$ cat src/rtl/cpu_axi_master_bridge_if.sv
// AXI4 single-beat master bus bundle used between the CPU bridge and the interconnect.
interface cpu_axi_master_bridge_if #(
  parameter int unsigned ID_W = 4
);

  // Read address channel
  logic [ID_W-1:0] arid;
  logic [31:0]     araddr;
  logic [7:0]      arlen;
  logic [2:0]      arsize;
  logic [1:0]      arburst;
  logic            arvalid;
  logic            arready;

  // Read data channel
  logic [ID_W-1:0] rid;
  logic [31:0]     rdata;
  logic [1:0]      rresp;
  logic            rlast;
  logic            rvalid;
  logic            rready;

  // Write address channel
  logic [ID_W-1:0] awid;
  logic [31:0]     awaddr;
  logic [7:0]      awlen;
  logic [2:0]      awsize;
  logic [1:0]      awburst;
  logic            awvalid;
  logic            awready;

  // Write data channel
  logic [31:0]     wdata;
  logic [3:0]      wstrb;
  logic            wlast;
  logic            wvalid;
  logic            wready;

  // Write response channel
  logic [ID_W-1:0] bid;
  logic [1:0]      bresp;
  logic            bvalid;
  logic            bready;

  modport master (
    output arid, araddr, arlen, arsize, arburst, arvalid,
    input  arready,
    input  rid, rdata, rresp, rlast, rvalid,
    output rready,
    output awid, awaddr, awlen, awsize, awburst, awvalid,
    input  awready,
    output wdata, wstrb, wlast, wvalid,
    input  wready,
    input  bid, bresp, bvalid,
    output bready
  );

  modport slave (
    input  arid, araddr, arlen, arsize, arburst, arvalid,
    output arready,
    output rid, rdata, rresp, rlast, rvalid,
    input  rready,
    input  awid, awaddr, awlen, awsize, awburst, awvalid,
    output awready,
    input  wdata, wstrb, wlast, wvalid,
    output wready,
    output bid, bresp, bvalid,
    input  bready
  );

endinterface

$ cat src/rtl/cpu_axi_master_bridge.sv
// Bridge from the CPU's stall-based memory port to single-beat AXI4 master transactions.
// One request is in flight at a time; the CPU is stalled until the DONE cycle.
module cpu_axi_master_bridge #(
  parameter int unsigned ID_W      = 4,
  parameter int unsigned MASTER_ID = 0
) (
  input  logic        clk,
  input  logic        rst,
  input  logic [31:0] cpu_addr,
  input  logic        cpu_read,
  input  logic [3:0]  cpu_write_en,
  input  logic [31:0] cpu_wdata,
  output logic [31:0] cpu_rdata,
  output logic        cpu_stall,
  output logic        cpu_err,
  cpu_axi_master_bridge_if.master axi
);

  typedef enum logic [2:0] {
    StIdle,
    StRdAddr,
    StRdData,
    StWrReq,
    StWrResp,
    StDone
  } state_e;

  state_e      state_q, state_d;
  logic [31:0] addr_q, addr_d;
  logic [31:0] wdata_q, wdata_d;
  logic [3:0]  strb_q, strb_d;
  logic [31:0] rdata_q, rdata_d;
  logic        arvalid_q, arvalid_d;
  logic        rready_q, rready_d;
  logic        awvalid_q, awvalid_d;
  logic        wvalid_q, wvalid_d;
  logic        bready_q, bready_d;
  logic        err_q, err_d;
  logic        cpu_req;
  logic        aw_done;
  logic        w_done;

  assign cpu_req = cpu_read | (|cpu_write_en);

  // State and bus-output registers; async active-low reset clears everything.
  always_ff @(posedge clk or negedge rst) begin
    if (!rst) begin
      state_q   <= StIdle;
      addr_q    <= 32'd0;
      wdata_q   <= 32'd0;
      strb_q    <= 4'd0;
      rdata_q   <= 32'd0;
      arvalid_q <= 1'b0;
      rready_q  <= 1'b0;
      awvalid_q <= 1'b0;
      wvalid_q  <= 1'b0;
      bready_q  <= 1'b0;
      err_q     <= 1'b0;
    end else begin
      state_q   <= state_d;
      addr_q    <= addr_d;
      wdata_q   <= wdata_d;
      strb_q    <= strb_d;
      rdata_q   <= rdata_d;
      arvalid_q <= arvalid_d;
      rready_q  <= rready_d;
      awvalid_q <= awvalid_d;
      wvalid_q  <= wvalid_d;
      bready_q  <= bready_d;
      err_q     <= err_d;
    end
  end

  // Next-state logic: issue the request, walk the AXI handshakes, then one DONE cycle.
  always_comb begin
    state_d   = state_q;
    addr_d    = addr_q;
    wdata_d   = wdata_q;
    strb_d    = strb_q;
    rdata_d   = rdata_q;
    arvalid_d = arvalid_q;
    rready_d  = rready_q;
    awvalid_d = awvalid_q;
    wvalid_d  = wvalid_q;
    bready_d  = bready_q;
    err_d     = 1'b0;
    // A channel counts as done once its VALID has dropped or is accepted this cycle.
    aw_done   = !awvalid_q || axi.awready;
    w_done    = !wvalid_q || axi.wready;

    unique case (state_q)
      StIdle: begin
        // Read wins when both are requested; the write strobes are ignored.
        if (cpu_read) begin
          addr_d    = cpu_addr;
          arvalid_d = 1'b1;
          state_d   = StRdAddr;
        end else if (|cpu_write_en) begin
          addr_d    = cpu_addr;
          wdata_d   = cpu_wdata;
          strb_d    = cpu_write_en;
          awvalid_d = 1'b1;
          wvalid_d  = 1'b1;
          state_d   = StWrReq;
        end
      end
      StRdAddr: begin
        if (arvalid_q && axi.arready) begin
          arvalid_d = 1'b0;
          rready_d  = 1'b1;
          state_d   = StRdData;
        end
      end
      StRdData: begin
        // RLAST is not checked: the single accepted beat always ends the read.
        if (axi.rvalid && rready_q) begin
          rdata_d  = axi.rdata;
          rready_d = 1'b0;
          err_d    = (axi.rresp != 2'b00);
          state_d  = StDone;
        end
      end
      StWrReq: begin
        if (awvalid_q && axi.awready) begin
          awvalid_d = 1'b0;
        end
        if (wvalid_q && axi.wready) begin
          wvalid_d = 1'b0;
        end
        if (aw_done && w_done) begin
          bready_d = 1'b1;
          state_d  = StWrResp;
        end
      end
      StWrResp: begin
        if (axi.bvalid && bready_q) begin
          bready_d = 1'b0;
          err_d    = (axi.bresp != 2'b00);
          state_d  = StDone;
        end
      end
      StDone: begin
        // The CPU advances this cycle; its stale request must not be reissued.
        state_d = StIdle;
      end
      default: begin
        state_d = StIdle;
      end
    endcase
  end

  // Stall is combinational so the CPU freezes in the same cycle it presents a request.
  // Gated by reset so the pipeline is released while the bridge is held in reset.
  always_comb begin
    cpu_stall = 1'b0;
    if (rst) begin
      unique case (state_q)
        StIdle:                                  cpu_stall = cpu_req;
        StRdAddr, StRdData, StWrReq, StWrResp:   cpu_stall = 1'b1;
        default:                                 cpu_stall = 1'b0;
      endcase
    end
  end

  assign cpu_rdata = rdata_q;
  assign cpu_err   = err_q;

  assign axi.arid    = ID_W'(MASTER_ID);
  assign axi.araddr  = addr_q;
  assign axi.arlen   = 8'd0;
  assign axi.arsize  = 3'b010;
  assign axi.arburst = 2'b01;
  assign axi.arvalid = arvalid_q;
  assign axi.rready  = rready_q;

  assign axi.awid    = ID_W'(MASTER_ID);
  assign axi.awaddr  = addr_q;
  assign axi.awlen   = 8'd0;
  assign axi.awsize  = 3'b010;
  assign axi.awburst = 2'b01;
  assign axi.awvalid = awvalid_q;

  assign axi.wdata   = wdata_q;
  assign axi.wstrb   = strb_q;
  assign axi.wlast   = 1'b1;
  assign axi.wvalid  = wvalid_q;

  assign axi.bready  = bready_q;

  // IDs and RLAST carry no information with a single outstanding transfer.
  logic unused_inputs;
  assign unused_inputs = ^{axi.rid, axi.rlast, axi.bid};

endmodule
$ cat src/flat_wrapper.sv
// flat-port wrapper written by rule: the top's interface ports become plain ports
module cpu_axi_master_bridge_flat 
#(
  parameter int unsigned ID_W      = 4,
  parameter int unsigned MASTER_ID = 0
)
  (clk, rst, cpu_addr, cpu_read, cpu_write_en, cpu_wdata, cpu_rdata, cpu_stall, cpu_err, axi_arid, axi_araddr, axi_arlen, axi_arsize, axi_arburst, axi_arvalid, axi_arready, axi_rid, axi_rdata, axi_rresp, axi_rlast, axi_rvalid, axi_rready, axi_awid, axi_awaddr, axi_awlen, axi_awsize, axi_awburst, axi_awvalid, axi_awready, axi_wdata, axi_wstrb, axi_wlast, axi_wvalid, axi_wready, axi_bid, axi_bresp, axi_bvalid, axi_bready);
  cpu_axi_master_bridge_if #(.ID_W(ID_W)) axi_i ();
  input  logic clk;
  input  logic rst;
  input  logic [31:0] cpu_addr;
  input  logic cpu_read;
  input  logic [3:0] cpu_write_en;
  input  logic [31:0] cpu_wdata;
  output logic [31:0] cpu_rdata;
  output logic cpu_stall;
  output logic cpu_err;
  output wire logic [$bits(axi_i.arid)-1:0] axi_arid;
  output wire logic [$bits(axi_i.araddr)-1:0] axi_araddr;
  output wire logic [$bits(axi_i.arlen)-1:0] axi_arlen;
  output wire logic [$bits(axi_i.arsize)-1:0] axi_arsize;
  output wire logic [$bits(axi_i.arburst)-1:0] axi_arburst;
  output wire logic [$bits(axi_i.arvalid)-1:0] axi_arvalid;
  input wire logic [$bits(axi_i.arready)-1:0] axi_arready;
  input wire logic [$bits(axi_i.rid)-1:0] axi_rid;
  input wire logic [$bits(axi_i.rdata)-1:0] axi_rdata;
  input wire logic [$bits(axi_i.rresp)-1:0] axi_rresp;
  input wire logic [$bits(axi_i.rlast)-1:0] axi_rlast;
  input wire logic [$bits(axi_i.rvalid)-1:0] axi_rvalid;
  output wire logic [$bits(axi_i.rready)-1:0] axi_rready;
  output wire logic [$bits(axi_i.awid)-1:0] axi_awid;
  output wire logic [$bits(axi_i.awaddr)-1:0] axi_awaddr;
  output wire logic [$bits(axi_i.awlen)-1:0] axi_awlen;
  output wire logic [$bits(axi_i.awsize)-1:0] axi_awsize;
  output wire logic [$bits(axi_i.awburst)-1:0] axi_awburst;
  output wire logic [$bits(axi_i.awvalid)-1:0] axi_awvalid;
  input wire logic [$bits(axi_i.awready)-1:0] axi_awready;
  output wire logic [$bits(axi_i.wdata)-1:0] axi_wdata;
  output wire logic [$bits(axi_i.wstrb)-1:0] axi_wstrb;
  output wire logic [$bits(axi_i.wlast)-1:0] axi_wlast;
  output wire logic [$bits(axi_i.wvalid)-1:0] axi_wvalid;
  input wire logic [$bits(axi_i.wready)-1:0] axi_wready;
  input wire logic [$bits(axi_i.bid)-1:0] axi_bid;
  input wire logic [$bits(axi_i.bresp)-1:0] axi_bresp;
  input wire logic [$bits(axi_i.bvalid)-1:0] axi_bvalid;
  output wire logic [$bits(axi_i.bready)-1:0] axi_bready;
  assign axi_arid = axi_i.arid;
  assign axi_araddr = axi_i.araddr;
  assign axi_arlen = axi_i.arlen;
  assign axi_arsize = axi_i.arsize;
  assign axi_arburst = axi_i.arburst;
  assign axi_arvalid = axi_i.arvalid;
  assign axi_i.arready = axi_arready;
  assign axi_i.rid = axi_rid;
  assign axi_i.rdata = axi_rdata;
  assign axi_i.rresp = axi_rresp;
  assign axi_i.rlast = axi_rlast;
  assign axi_i.rvalid = axi_rvalid;
  assign axi_rready = axi_i.rready;
  assign axi_awid = axi_i.awid;
  assign axi_awaddr = axi_i.awaddr;
  assign axi_awlen = axi_i.awlen;
  assign axi_awsize = axi_i.awsize;
  assign axi_awburst = axi_i.awburst;
  assign axi_awvalid = axi_i.awvalid;
  assign axi_i.awready = axi_awready;
  assign axi_wdata = axi_i.wdata;
  assign axi_wstrb = axi_i.wstrb;
  assign axi_wlast = axi_i.wlast;
  assign axi_wvalid = axi_i.wvalid;
  assign axi_i.wready = axi_wready;
  assign axi_i.bid = axi_bid;
  assign axi_i.bresp = axi_bresp;
  assign axi_i.bvalid = axi_bvalid;
  assign axi_bready = axi_i.bready;
  cpu_axi_master_bridge #(.ID_W(ID_W), .MASTER_ID(MASTER_ID)) u_core (.clk(clk), .rst(rst), .cpu_addr(cpu_addr), .cpu_read(cpu_read), .cpu_write_en(cpu_write_en), .cpu_wdata(cpu_wdata), .cpu_rdata(cpu_rdata), .cpu_stall(cpu_stall), .cpu_err(cpu_err), .axi(axi_i));
endmodule
$ cat config.mk
export PLATFORM = sky130hd
export DESIGN_NAME = cpu_axi_master_bridge_flat
export DESIGN_NICKNAME = d
export VERILOG_FILES = /design/src/rtl/cpu_axi_master_bridge_if.sv /design/src/rtl/cpu_axi_master_bridge.sv /design/src/flat_wrapper.sv
export SDC_FILE = /design/constraint.sdc
export NUM_CORES = 1
export LEC_CHECK = 0
export CAP_MARGIN = 10
export CORE_MARGIN = 5
export CORE_UTILIZATION = 40
export DETAILED_ROUTE_END_ITERATION = 16
export GPL_ROUTABILITY_DRIVEN = 0
export PLACE_DENSITY = 0.88
export SLEW_MARGIN = 20
export SYNTH_ARGS = -nofsm -noshare
export SYNTH_HDL_FRONTEND = slang
export SYNTH_SLANG_ARGS = --single-unit
export TNS_END_PERCENT = 1
$ cat constraint.sdc
create_clock -name clk -period 5.65 [get_ports clk]
set_input_delay 1.695 -clock clk [delete_from_list [all_inputs] [get_ports clk]]
set_output_delay 1.695 -clock clk [all_outputs]
set_load 0.03 [all_outputs]
# Word-level counts from Yosys, hierarchy flattened
# Index checks and enable logic that the tools add are counted.
# word_totals
regBits	109
in_bits	121
out_inout_bits	174
# classes
n_reduce_logical	29
bitwise	2
muxes	29
eq_ne	14
# op_table
cell	n
two-way mux 32 bit	2
two-way mux 3 bit	6
case mux 3 bit (5 select lines)	1
inequality test 2 x 1 -> 1 bit, second input constant	7
case mux 1 bit (2 select lines)	7
nonzero test 2 bit	7
two-way mux 1 bit	13
AND reduction 3 bit	4
AND reduction 4 bit	2
OR reduction 4 bit	2
equality test 3 x 2 -> 1 bit, second input constant	2
logical AND 1 bit	6
AND reduction 5 bit	1
inequality test 2 bit, second input constant	2
AND reduction 2 bit	2
equality test 3 x 1 -> 1 bit, second input constant	1
equality test 3 bit, second input constant	1
logical NOT 3 bit	1
inequality test 3 x 2 -> 1 bit, second input constant	1
logical NOT 1 bit	2
logical OR 1 bit	2
NOT 1 bit	1
bitwise OR 1 bit	1

# Depth between registers and ports, before layout
# Gate-level depths: netlist of the first run.
# logic_depth
word_depth	5
depth_mapped	7
depth_no_buf	4

# Least setup slack after synthesis of the first run
# OpenSTA, ideal clock, no wires.
# synth_timing
path_type	in2out
startpoint	input port cpu_write_en[1]
endpoint	output port cpu_stall
arrival_ns	2.586
path_slack_ns	1.369
cell_stages	3
t_required_ns	3.955
cell_sequence	or4_4 > nor2_1 > a21oi_1
# synth_via
elab_chain_cells	4
# synth_rtl
item	line	rtl
start, declared	flat_wrapper.sv:13	input logic [3:0] cpu_write_en;
OR reduction 4 bit	cpu_axi_master_bridge.sv:43	assign cpu_req = cpu_read | (|cpu_write_en);
bitwise OR 1 bit	cpu_axi_master_bridge.sv:43	
case mux 1 bit (2 select lines)	cpu_axi_master_bridge.sv:157	unique case (state_q)
two-way mux 1 bit	cpu_axi_master_bridge.sv:156	if (rst) begin
end, declared	flat_wrapper.sv:16	output logic cpu_stall;
# No other way between the ends.

# Worst setup path after layout of the first run
# layout_timing
startpoint	input port cpu_write_en[0]
endpoint	output port cpu_stall
# The elaborated chain is that of the path after synthesis.

==> results.md, run 1 <==
- Unrepaired setup endpoints after global routing: false
- CTS Sinks: 109
- Worst Skew: 6.73 ps
- Most frequent CP cell: clkdlybuf4s50_1
- Slew headroom: 0.315
- Vias: 3565
- Setup TNS: 0 ps
- Vias in the first global route: 3808
- Num ports: 295
- Synth unique cells: 34
- Worst-Skew Late Latency: 340 ps
- Clk slew on worst S/H paths: 70 ps
- Worst-margin pin slew: 1020 ps
- Kind of critical path: input pin to output pin
- CP max stage delay: 610 ps
- Sequential-to-total area share from yosys stat: 0.569
- Initial antenna violation count: 0
- Hold Fails Final Rpt: 0
- Syn Area/Cell: 11.6 µm²
- Compound-Gate Fraction of Synth Area: 0.0345
- Die Wd: 119 µm
- Postcts setup bufs: 0
- Final WL: 12700 µm
- Mapped Cells: 414
- VDD IR max: 0.000261 V
- HP Class: register to register
- # resized after CTS: 0
- Ant. Diodes: 0
- Worst-path cell chain: clkdlybuf4s50_1, or4_4, nor2_1, a21oi_1, clkdlybuf4s50_1
- H-tree levels: 3
- Final nets: 749
- PwrDens: 650 nW/µm²
- P_leak: 3.29 nW
- Clk Tree Root Cell: clkbuf_16
- Fillers: 977
- First-pass DRT Iterations: 4
- Synth Area in Adders: 0
- Top cell type's share of synthesized area: 0.569
- Num CTS Buffers: 9
- Post-route DRC: 0
- Avg WL per Cell: 16.3 µm
- Initial Utilization: 0.404
- # hold bufs at CTS: 0
- Post-synthesis xor/xnor area fraction: 0
- Routed Antenna Nets: 0
- Register bit total from synthesis: 109
- Buffers added on ports: 250
- Standard-cell rows: 40
- Die ar.: 14300 µm²
- Critical path capture point type: output pin
- DR iter-0 viols: 135
- CP arrival: 3570 ps
- Status: finished clean
- Total track usage: 0.180
- TritonCTS clock tree: yes
- Layout Utilization: 0.620
- Grt ovf: 0
- Final number of setup-violating endpoints: 0
- Largest area contributor in the synthesized netlist: dfrtp_1
- Top delay family on crit path: buffers and inverters
- CP max FO: 4
- Largest family of logic cells by synthesized area: multiplexers
- Synth Area in Simple Gates: 0.110
- Vias per cell: 4.57
- Crit start category: input pin
- Required @ worst endpoint: 3950 ps
- Max frequency: 190 MHz
- Period Utilization, post-route: 0.933
- P&R area growth vs syn: 53.5%
- Slowest-stage cell, CP: clkdlybuf4s50_1
- Clock Path Buffers: 2
- Max Slew Vio Count: 0
- Bufs and invs on worst path: 2
- Top post-synthesis cells by area: dfrtp_1 57%, buf_4 10%, mux2_1 8.7%, nand2_1 8.5%, mux2_2 6.8%
- DP HPWL: 10100 µm
- Yosys warnings: 0
- Die height: 119 µm
- First-pass GRT wire length: 20400 µm
- Period minus WS final: 5270 ps
- Largest net degree at the start of global routing: 58
- Post-synthesis mux area share: 0.157
- Post-Place Cells: 764
- Finished Layout Cells: 780
- Share of cells above drive strength 1: 0.0885
- Max cap viols: 0
- Mapped cell area: 4790 µm²
- Core box area: 11900 µm²
-- path summary, 6_finish.rpt --
| check | slack [ps] | depth (start not counted) | from | endpoint |
|---|---|---|---|---|
| setup / recovery | 380 | 5 | cpu_write_en[0] | cpu_stall |
| hold / removal | 480 | 2 | u_core.axi.wdata[18] | u_core.axi.wdata[18] |
| setup reg to reg | 3610 | 4 | u_core.state_q[0] | u_core.axi.wdata[2] |
| hold reg to reg | 480 | 2 | u_core.axi.wdata[18] | u_core.axi.wdata[18] |
| max in group asynchronous | 2980 | 3 | rst | u_core.axi.wdata[22] |
| min in group asynchronous | 1490 | 2 | rst | u_core.cpu_rdata[2] |
-- flip-flops by register name, summed over array words and instances (netlist names), 3 cells and up --
| name | cells |
|---|---|
| u_core.axi.wdata | 32 |
| u_core.axi.wstrb | 4 |
| u_core.axi.araddr | 32 |
| u_core.cpu_rdata | 32 |
| u_core.state_q | 3 |
-- tightest hold or removal path, stage by stage, from the launching register on --
cell     delay, ps
dfrtp_1        340
nand2_1         50
nand2_1         60
-- power by group --
group | leakage, nW | switching [mW] | total (mW) | internal [mW]
registers | 1.34 | 0.259 | 1.41 | 1.15
clock network | 0.156 | 0.265 | 0.678 | 0.413
logic | 1.79 | 1.54 | 2.70 | 1.15
total | 3.29 | 2.07 | 4.78 | 2.72
-- per-stage QoR --
step	power, mW	hold WS, ps	instance area (µm²)	worst slack (ps)
after CTS	4.85	479	7350	373
after global routing	5.04	490	7360	319
after global placement	4.08	458	7030	380
final	4.78	477	7360	381
after floorplan	3.12	571	4920	1370
after detailed placement	4.15	461	7030	382
-- cells in the mapped netlist (all sizes together) --
cell	instances
a21boi	1
a21o	1
a21oi	8
a22o	3
a22oi	1
a31o	1
a31oi	1
and2	1
and2b	1
buf	82
clkbuf	2
conb	2
dfrtp	109
inv	2
mux2	66
mux2i	1
nand2	109
nand2b	1
nand3	2
nand3b	1
nor2	8
nor3	1
nor4	1
o21ai	3
o221ai	1
o22a	2
o32ai	1
or2	1
or4	1
-- area by class of cell --
class	instances	area, µm²	area share
timing repair buffer	254	2530	0.344
clock inverter	3	67.6	0.00919
tap	147	184	0.0250
multi-input combinational	252	1580	0.215
inverter	2	7.51	0.00102
clock buffer	13	260	0.0354
sequential	109	2730	0.371
-- kinds of logic after synthesis --
logic type | count (synthesis)
muxes | 67
DFF | 109
other | 2
and+or+nand+nor | 127
buffers and inverters | 86
AOI/OAI and AO/OA | 23
-- metal layers --
layer | vias up | track usage | share of wire
met1 | 1702 | 0.201 | 0.37
met4 | 0 | 0.0752 | 0.028
met5 | - | 0 | 0
met3 | 24 | 0.0489 | 0.074
met2 | 156 | 0.321 | 0.53
li1 | 1683 | - | -
-- cell usage in the layout (no fill, tap or decap), types with 2 or more instances in the layout --
cell	count
a21oi_1	8
a22o_1	3
buf_4	5
bufinv_16	2
clkbuf_1	2
clkbuf_16	9
clkbuf_8	2
clkdlybuf4s50_1	249
conb_1	35
dfrtp_1	109
inv_1	2
mux2_1	37
mux2_2	29
nand2_1	109
nand3_1	2
nor2_1	7
o21ai_0	2
o22a_1	2
No activity file was read; power rests on OpenSTA's default activity.
==> run 2: changes to the inputs <==
--- a/config.mk
+++ b/config.mk
@@ -6,11 +6,11 @@
 export NUM_CORES = 1
 export LEC_CHECK = 0
 export CAP_MARGIN = 10
-export CORE_MARGIN = 5
+export CORE_MARGIN = 2
 export CORE_UTILIZATION = 40
 export DETAILED_ROUTE_END_ITERATION = 16
 export GPL_ROUTABILITY_DRIVEN = 0
-export PLACE_DENSITY = 0.88
+export PLACE_DENSITY = 0.91
 export SLEW_MARGIN = 20
 export SYNTH_ARGS = -nofsm -noshare
 export SYNTH_HDL_FRONTEND = slang
==> results.md, run 2 (synthesis gave the netlist of run 1 again) <==
- Hold Fails Final Rpt: 0 (unchanged)
- PwrDens: 644 nW/µm² (was 650 nW/µm²)
- Routed Antenna Nets: 0 (unchanged)
- CP arrival: 3580 ps (was 3570 ps)
- P_leak: 3.27 nW (was 3.29 nW)
- Worst r2r path cells: 5 (was 4)
- Crit path to: cpu_stall (unchanged)
- Slew headroom: 0.312 (was 0.315)
- Commonest non-fill, non-tap cell in the layout: clkdlybuf4s50_1 (unchanged)
- CP max FO: 4 (unchanged)
- Max frequency: 190 MHz (about the same)
- H-tree levels: 3 (unchanged)
- Vias: 3575 (was 3565)
- Grt ovf: 0 (unchanged)
- Final Worst Setup Slack: 380 ps (was 381 ps)
- Share of cells above drive strength 1: 0.0903 (was 0.0885)
- Die Wd: 113 µm (was 119 µm)
- Crit start category: input pin (unchanged)
- Final number of setup-violating endpoints: 0 (unchanged)
- Worst-margin pin slew: 1030 ps (was 1020 ps)
- Worst Skew: 7.60 ps (was 6.73 ps)
- First-pass DRT Iterations: 4 (unchanged)
- Period minus WS final: 5270 ps (about the same)
- Clk slew on worst S/H paths: 60 ps (was 70 ps)
- Critical path capture point type: output pin (unchanged)
- Num ports: 295 (unchanged)
- Avg WL per Cell: 16.1 µm (was 16.3 µm)
- VDD IR max: 0.000277 V (was 0.000261 V)
- Num CTS Buffers: 9 (unchanged)
- Largest net degree at the start of global routing: 78 (was 58)
- Initial Utilization: 0.414 (was 0.404)
- Setup TNS: 0 ps (unchanged)
- Ant. Diodes: 0 (unchanged)
- Max cap viols: 0 (unchanged)
- Total track usage: 0.194 (was 0.180)
- HP Class: register to register (unchanged)
- Total power: 4.69 mW (was 4.78 mW)
- TritonCTS clock tree: yes (unchanged)
- Final WL: 12500 µm (was 12700 µm)
- Initial antenna violation count: 0 (unchanged)
- P&R area growth vs syn: 52.0% (was 53.5%)
- Most frequent cells in the layout: 249 x clkdlybuf4s50_1, 109 x dfrtp_1, 108 x nand2_1 (was 249 x clkdlybuf4s50_1, 109 x nand2_1, 109 x dfrtp_1)
- Buffers added on ports: 250 (unchanged)
- Worst r2r dst: u_core.cpu_rdata[23] (was u_core.axi.wdata[2])
- Worst-Skew Late Latency: 340 ps (about the same)
- Setup crit start: cpu_write_en[1] (was cpu_write_en[0])
- Die ar.: 12900 µm² (was 14300 µm²)
- # hold bufs at CTS: 0 (unchanged)
- Core box area: 11600 µm² (was 11900 µm²)
- Max Slew Vio Count: 0 (unchanged)
- CTS Sinks: 109 (unchanged)
- Final nets: 747 (was 749)
- DP HPWL: 9710 µm (was 10100 µm)
- Clock Path Buffers: 2 (unchanged)
- First-pass GRT wire length: 19500 µm (was 20400 µm)
- Vias per cell: 4.62 (was 4.57)
- Place WS: 376 ps (was 382 ps)
- Die height: 113 µm (was 119 µm)
- Worst reg-to-reg setup slack: 3480 ps (was 3610 ps)
- Standard-cell rows: 39 (was 40)
- Postcts setup bufs: 0 (unchanged)
- Vias in the first global route: 3795 (was 3808)
- RR Startpoint: u_core.state_q[1] (was u_core.state_q[0])
- Status: finished clean (unchanged)
- Kind of critical path: input pin to output pin (unchanged)
- DR iter-0 viols: 181 (was 135)
- Clk Tree Root Cell: clkbuf_16 (unchanged)
- # resized after CTS: 0 (unchanged)
- Unrepaired setup endpoints after global routing: false (unchanged)
- Post-route DRC: 0 (unchanged)
- Period Utilization, post-route: 0.933 (about the same)
- Required @ worst endpoint: 3950 ps (about the same)
## run 2: worst min-delay path by stage
stage	from	depth (start not counted)	end
finish	u_core.axi.wdata[4]	2	u_core.axi.wdata[4]
global route	u_core.axi.wdata[6]	2	u_core.axi.wdata[6]
detailed placement	u_core.axi.wdata[29]	2	u_core.axi.wdata[29]
CTS	u_core.axi.wdata[4]	2	u_core.axi.wdata[4]
floorplan	u_core.state_q[1]	3	u_core.axi.wstrb[3]
global placement	u_core.axi.wdata[15]	2	u_core.axi.wdata[15]
## run 2: area by class of cell
type / count / area, µm²
Fill cell: 930 / 4280
Sequential cell: 109 / 2730
Timing Repair Buffer: 252 / 2510
Multi-Input combinational cell: 252 / 1580
Clock buffer: 9 / 225
Tap cell: 143 / 179
Clock inverter: 7 / 48.8
Inverter: 2 / 7.51
## run 2: routing by layer
metal | track usage | vias up | wire length (µm)
li1 | - | 1676 | -
met1 | 0.206 | 1710 | 4470
met2 | 0.359 | 159 | 6840
met3 | 0.0367 | 30 | 711
met4 | 0.108 | 0 | 463
met5 | 0 | - | 0
## run 2: critical path, cell delays in order
cell,delay (ps)
clkdlybuf4s50_1,430
or4_4,590
nor2_1,150
a21oi_1,90
clkdlybuf4s50_1,620
## run 2: where the power goes
| part | total (mW) | leakage [nW] | switching (mW) | internal, mW |
|---|---|---|---|---|
| sequential | 1.42 | 1.34 | 0.269 | 1.15 |
| clock | 0.590 | 0.136 | 0.290 | 0.301 |
| combinational | 2.69 | 1.78 | 1.53 | 1.15 |
## run 2: per-stage QoR
stage / cell area, µm² / hold WS, ps / cells / util
after global placement: 7010 / 458 / 758 / 0.606
after floorplan: 4920 / 571 / 447 / -
after CTS: 7280 / 480 / 774 / 0.630
after detailed placement: 7010 / 462 / 758 / 0.606
final: 7280 / 475 / 774 / 0.630
after global routing: 7280 / 507 / 774 / 0.630
==> run 3: changes to the inputs <==
--- a/config.mk
+++ b/config.mk
@@ -5,7 +5,6 @@
 export SDC_FILE = /design/constraint.sdc
 export NUM_CORES = 1
 export LEC_CHECK = 0
-export CAP_MARGIN = 10
 export CORE_MARGIN = 2
 export CORE_UTILIZATION = 40
 export DETAILED_ROUTE_END_ITERATION = 16
==> results of run 3 <==
The final DEF is identical to that of run 2; final timing and power are the same.
